### config.mk
export PLATFORM = sky130hd
export DESIGN_NAME = spi_reg_bank
export DESIGN_NICKNAME = d
export VERILOG_FILES = /design/src/rtl/spi_reg_bank.sv
export SDC_FILE = /design/constraint.sdc
export NUM_CORES = 1
export LEC_CHECK = 0
export ABC_CLOCK_PERIOD_IN_PS = 2100
export BUFFER_PORTS_ARGS = -buffer_cell sky130_fd_sc_hd__buf_2
export CORE_UTILIZATION = 50
export DETAILED_ROUTE_END_ITERATION = 16
export PLACE_DENSITY = 0.86
export SLEW_MARGIN = 10
export SYNTH_ARGS = -nofsm -noshare
export SYNTH_HDL_FRONTEND = slang
export SYNTH_SLANG_ARGS = --single-unit
### constraint.sdc
create_clock -name CLK -period 2.1 [get_ports CLK]
set_input_delay 0.21 -clock CLK [delete_from_list [all_inputs] [get_ports CLK]]
set_output_delay 0.21 -clock CLK [all_outputs]
set_load 0.01 [all_outputs]
### src/rtl/spi_reg_bank.sv
// SPI register bank: byte-addressed PWM switch/count/prescale registers, hi bytes staged until the lo byte commits.
// Readback of the addressed byte on tx_byte is built only when SPI_REG_READBACK_EN is defined.
//   state | meaning
//   IDLE  | chip select high, or low but not yet re-armed after reset
//   ADDR  | waiting for the address byte
//   DATA  | writing bytes at the auto-incrementing pointer
module spi_reg_bank #(
    parameter int NUM_CH = 4,
    parameter int ADDR_W = 8
) (
    input  logic                  CLK,
    input  logic                  _RST,
    input  logic                  _CS,
    input  logic [7:0]            rx_byte,
    input  logic                  rx_valid,
    output logic [16*NUM_CH-1:0]  switch_vals,
    output logic [16*NUM_CH-1:0]  count_vals,
    output logic [16*NUM_CH-1:0]  prescale_vals,
    output logic [NUM_CH-1:0]     update,
    output logic [7:0]            tx_byte
);
    localparam int NUM_REGS  = 3 * NUM_CH;
    localparam int NUM_BYTES = 6 * NUM_CH;

    typedef enum logic [1:0] {IDLE, ADDR, DATA} state_t;

    state_t              state;
    logic [ADDR_W-1:0]   ptr;
    logic [15:0]         regs [NUM_REGS];
    logic [7:0]          stage_byte;
    logic                stage_valid;
    logic [31:0]         stage_idx;
    logic                cs_armed;

    logic [31:0]         ptr_ext;
    logic [31:0]         reg_idx;
    logic                in_range;
    logic [NUM_CH-1:0]   ch_hit;
    logic [7:0]          commit_hi;

    // Each 16-bit register occupies an even/odd byte pair, so the register index is ptr/2.
    assign ptr_ext  = 32'(ptr);
    assign reg_idx  = ptr_ext >> 1;
    assign in_range = ptr_ext < 32'(NUM_BYTES);

    always_comb begin
        ch_hit = '0;
        for (int c = 0; c < NUM_CH; c++) begin
            for (int k = 0; k < 3; k++) begin
                if (reg_idx == 32'(3 * c + k)) ch_hit[c] = 1'b1;
            end
        end
    end

    always_comb begin
        commit_hi = 8'h00;
        for (int r = 0; r < NUM_REGS; r++) begin
            if (reg_idx == 32'(r)) commit_hi = regs[r][15:8];
        end
        if (stage_valid && (stage_idx == reg_idx)) commit_hi = stage_byte;
    end

    always_ff @(posedge CLK or negedge _RST) begin
        if (!_RST) begin
            state       <= IDLE;
            ptr         <= '0;
            stage_byte  <= 8'h00;
            stage_valid <= 1'b0;
            stage_idx   <= '0;
            cs_armed    <= 1'b0;
            update      <= '0;
            for (int r = 0; r < NUM_REGS; r++) regs[r] <= 16'h0000;
        end else begin
            update <= '0;
            if (_CS) begin
                state       <= IDLE;
                stage_valid <= 1'b0;
                cs_armed    <= 1'b1;
            end else begin
                case (state)
                    IDLE: begin
                        // After a reset, _CS must be seen high before a new transaction starts.
                        if (cs_armed) begin
                            state       <= ADDR;
                            stage_valid <= 1'b0;
                        end
                    end
                    ADDR: begin
                        if (rx_valid) begin
                            ptr   <= ADDR_W'(rx_byte);
                            state <= DATA;
                        end
                    end
                    DATA: begin
                        if (rx_valid) begin
                            ptr <= ptr + ADDR_W'(1);
                            if (in_range) begin
                                if (!ptr[0]) begin
                                    stage_byte  <= rx_byte;
                                    stage_valid <= 1'b1;
                                    stage_idx   <= reg_idx;
                                end else begin
                                    for (int r = 0; r < NUM_REGS; r++) begin
                                        if (reg_idx == 32'(r)) regs[r] <= {commit_hi, rx_byte};
                                    end
                                    update <= ch_hit;
                                end
                            end
                        end
                    end
                    default: state <= IDLE;
                endcase
            end
        end
    end

    for (genvar c = 0; c < NUM_CH; c++) begin : g_pack
        assign switch_vals[16*c +: 16]   = regs[3*c];
        assign count_vals[16*c +: 16]    = regs[3*c + 1];
        assign prescale_vals[16*c +: 16] = regs[3*c + 2];
    end

`ifdef SPI_REG_READBACK_EN
    logic [15:0] rd_word;

    always_comb begin
        rd_word = 16'h0000;
        for (int r = 0; r < NUM_REGS; r++) begin
            if (reg_idx == 32'(r)) rd_word = regs[r];
        end
    end

    assign tx_byte = !in_range ? 8'h00 : (ptr[0] ? rd_word[7:0] : rd_word[15:8]);
`else
    assign tx_byte = 8'h00;
`endif

endmodule

==> impl_metrics.toml <==
[run_status]
status = "finished, violations left"
violations = "negative setup slack"

[die]
dieArea_um2 = 21000
rows = 51
dieWidth_um = 145
core_um2 = 19800
start_util_pct = 51.7
die_h_um = 145
io_pins = 216

[sta]
finalCriticalPeriod_ns = 2.42
hold_ws_ns = 0.136
skew_ns = 0.00920
finalCritPeriodShare_pct = 115
hold_viol = 0
rsz0062_at_grt = "true"
setup_ws_ns = -0.323
clock.fmax_mhz = 413
finalSetupViolCount = 148
slew_violations = 0
finalSetupTns_ns = -19.23
slew_headroom_pct = 63.2
worstMarginPinSlew_ns = 0.552

[placed_design]
routabilityCongestion = 0.935
dp_hpwl_um = 23300
portBuffers = 207

[hold_path]
min_from = "rx_byte[4]"
hp-class = "in -> reg"
whs_path_depth = 3
hold_path_end = "switch_vals[4]"

[synth]
post-synth-top-count-cell = "nand2_1"
synth-seq-area-share_pct = 54.5
synthDistinctLibCells = 62
synth-edff-count = 0
syn-cell-area_um2 = 10200
yosys_register_bits = 223
synth_commonest_cells = "nand2_1, dfrtp_1, nor2_1"
yosysWarnings = 0
syn_avg_cell_area_um2 = 9.30
async_reset_ff_share_pct = 100
yosys.area.top_type = "dfrtp_1"
synth_area_leaders = "dfrtp_1, nand2_1, nor2_1"
synth_top_area_share_pct = 54.5
synth_ff_type = "dfrtp_1"
synth_cells = 1101

[critical_path]
r2r-end = "count_vals[58]"
critical_path.startpoint_type = "register"
cp_max_fo = 8
r2r_slack_ns = -0.32
slowest_delay_ns = 0.65
critical_path_buf_inv_count = 0
timing_worst_setup_path_type = "reg -> reg"
cp-end-kind = "register"
rr_worst_depth = 6
crit_chain = "or4_4 -> a21oi_2 -> o21ai_1 -> a221o_1 -> a22oi_2 -> a21oi_1"
crit_family = "compound AO/OA/AOI/OAI gates"
r2r_start = "ptr[6]"
critPathSlowestCell = "or4_4"
cp.arrival_ns = 2.81
cp_data_required_time_ns = 2.49

[cells_and_area]
diodes = 0
finalNetCount = 1412
drive_gt1_share_pct = 37.0
area_growth_syn_to_layout_pct = 34.9

[power_and_ir_drop]
ir_drop_mv = 0.700
total_leakage_power_nw = 7.37
powerDensity_nw_per_um2 = 932

[drt]
vias_per_cell = 6.00
drc = 0
drt_wl_total_um = 36400
drt_iter0_drc = 1339
antenna_left = 0
wire_per_inst_um = 21.7
dr.pass1.iters = 6
via_count = 10057

[global_route]
grt_pass1_vias = 9854
antenna_found_initial = 0
grt_usage_pct = 33.2
grt_overflow = 0
grt_max_degree = 69
grt_pass1_wl_um = 55000

[clocking]
cts_tree = "yes"
clkLatencyLatePin_ns = 0.51
cts_buffer_depth = 3
h-tree-depth = 1
numCtsBuffers = 23
ctsRootBufferMaster = "clkbuf_16"
clkTransAtPathRegs_ns = 0.06
clock_sinks = 223

[flow_run]
cap_violations = 0
-- worst reg2reg max path: stages, from the launching register on --
cell	delay [ns]
dfrtp_2	0.46
or4_4	0.65
a21oi_2	0.18
o21ai_1	0.10
a221o_1	0.42
a22oi_2	0.36
a21oi_1	0.13
-- worst max path at each step --
stage            from           endpoint  depth (start not counted)
2_1_floorplan  ptr[6]    switch_vals[27]                          9
3_3_place_gp   ptr[5]  prescale_vals[31]                          6
3_5_place_dp   ptr[5]  prescale_vals[15]                          6
4_1_cts        ptr[4]     count_vals[28]                          7
5_1_grt        ptr[6]  prescale_vals[10]                          6
6_report       ptr[6]     count_vals[58]                          6
-- routing by layer --
metal  vias to the layer above  part of all wire [%]  track usage (%)
met1                      4835                    37             43.2
li1                       4282                     -                -
met2                       761                    46             52.7
met4                         0                   5.3             14.4
met5                         -                     0                0
met3                       179                    11             8.33
-- metrics by stage --
| step | util, % | cells | area [µm²] | worst slack, ns | total power [mW] |
|---|---|---|---|---|---|
| 2_1_floorplan | - | 1108 | 10300 | -0.135 | 6.49 |
| 3_3_place_gp | 62.5 | 1614 | 12400 | -0.168 | 7.74 |
| 3_5_place_dp | 62.5 | 1614 | 12400 | -0.249 | 7.81 |
| 4_1_cts | 68.2 | 1667 | 13500 | -0.133 | 12.4 |
| 5_1_grt | 69.8 | 1675 | 13800 | -0.368 | 13.2 |
| 6_report | 69.8 | 1675 | 13800 | -0.323 | 12.9 |
-- power by group --
part,switching (mW),total [mW],internal [mW],leakage [nW]
Sequential,0.276,4.73,4.46,3.08
Combinational,2.27,3.78,1.51,3.91
Clock,1.72,4.36,2.64,0.385
Total,4.26,12.9,8.61,7.37
-- state kept, by name, summed over array words and instances, names as in the netlist --
register,flops
count_vals,64
prescale_vals,64
switch_vals,64
ptr,8
stage_byte,8
stage_idx,7
update,4
state,2
cs_armed,1
stage_valid,1
-- timing repair --
action,CTS,global route
gates resized for setup,64,66
hold endpoints to repair,64,0
pin swaps,27,14
setup buffers,6,6
gates cloned,5,2
setup endpoints to repair,149,183
hold buffers,2,0
-- cells in the final DEF, fill, tap and decap left out, types with 9 or more instances in the layout --
cell       instances
nand2_1          313
mux2_2            35
a21oi_1           51
nor2_2             9
clkbuf_16         23
a21oi_2           25
buf_6             19
o21ai_1           16
mux2i_1           15
buf_2            206
nor2b_1            9
a31oi_1           10
nor2_1            98
nand3_1           15
buf_12            17
dfrtp_1          216
o22ai_1           13
buf_4             97
nand2b_1          10
o21ai_0           35
-- layout make-up --
type | instances | area (µm²)
Inverter | 7 | 27.5
Fill cell | 1372 | 5980
Clock buffer | 31 | 646
Multi-Input combinational cell | 796 | 4680
Clock inverter | 9 | 150
Sequential cell | 223 | 5590
Tap cell | 265 | 332
Timing Repair Buffer | 344 | 2380
-- logic make-up (layout without fill, tap and decap cells) --
logic type | count (synthesis) | in the layout | synth area share (%)
AOI/OAI and AO/OA | 210 | 213 | 13.1
DFF | 223 | 223 | 54.5
adders and majority gates | 5 | 5 | 0.611
buffers and inverters | 94 | 391 | 4.39
other | 1 | 8 | 0.0366
xor gates and xnor gates | 7 | 7 | 0.599
and+or+nand+nor | 508 | 510 | 21.0
muxes | 53 | 53 | 5.73
Power figures use the tool's default switching activity.
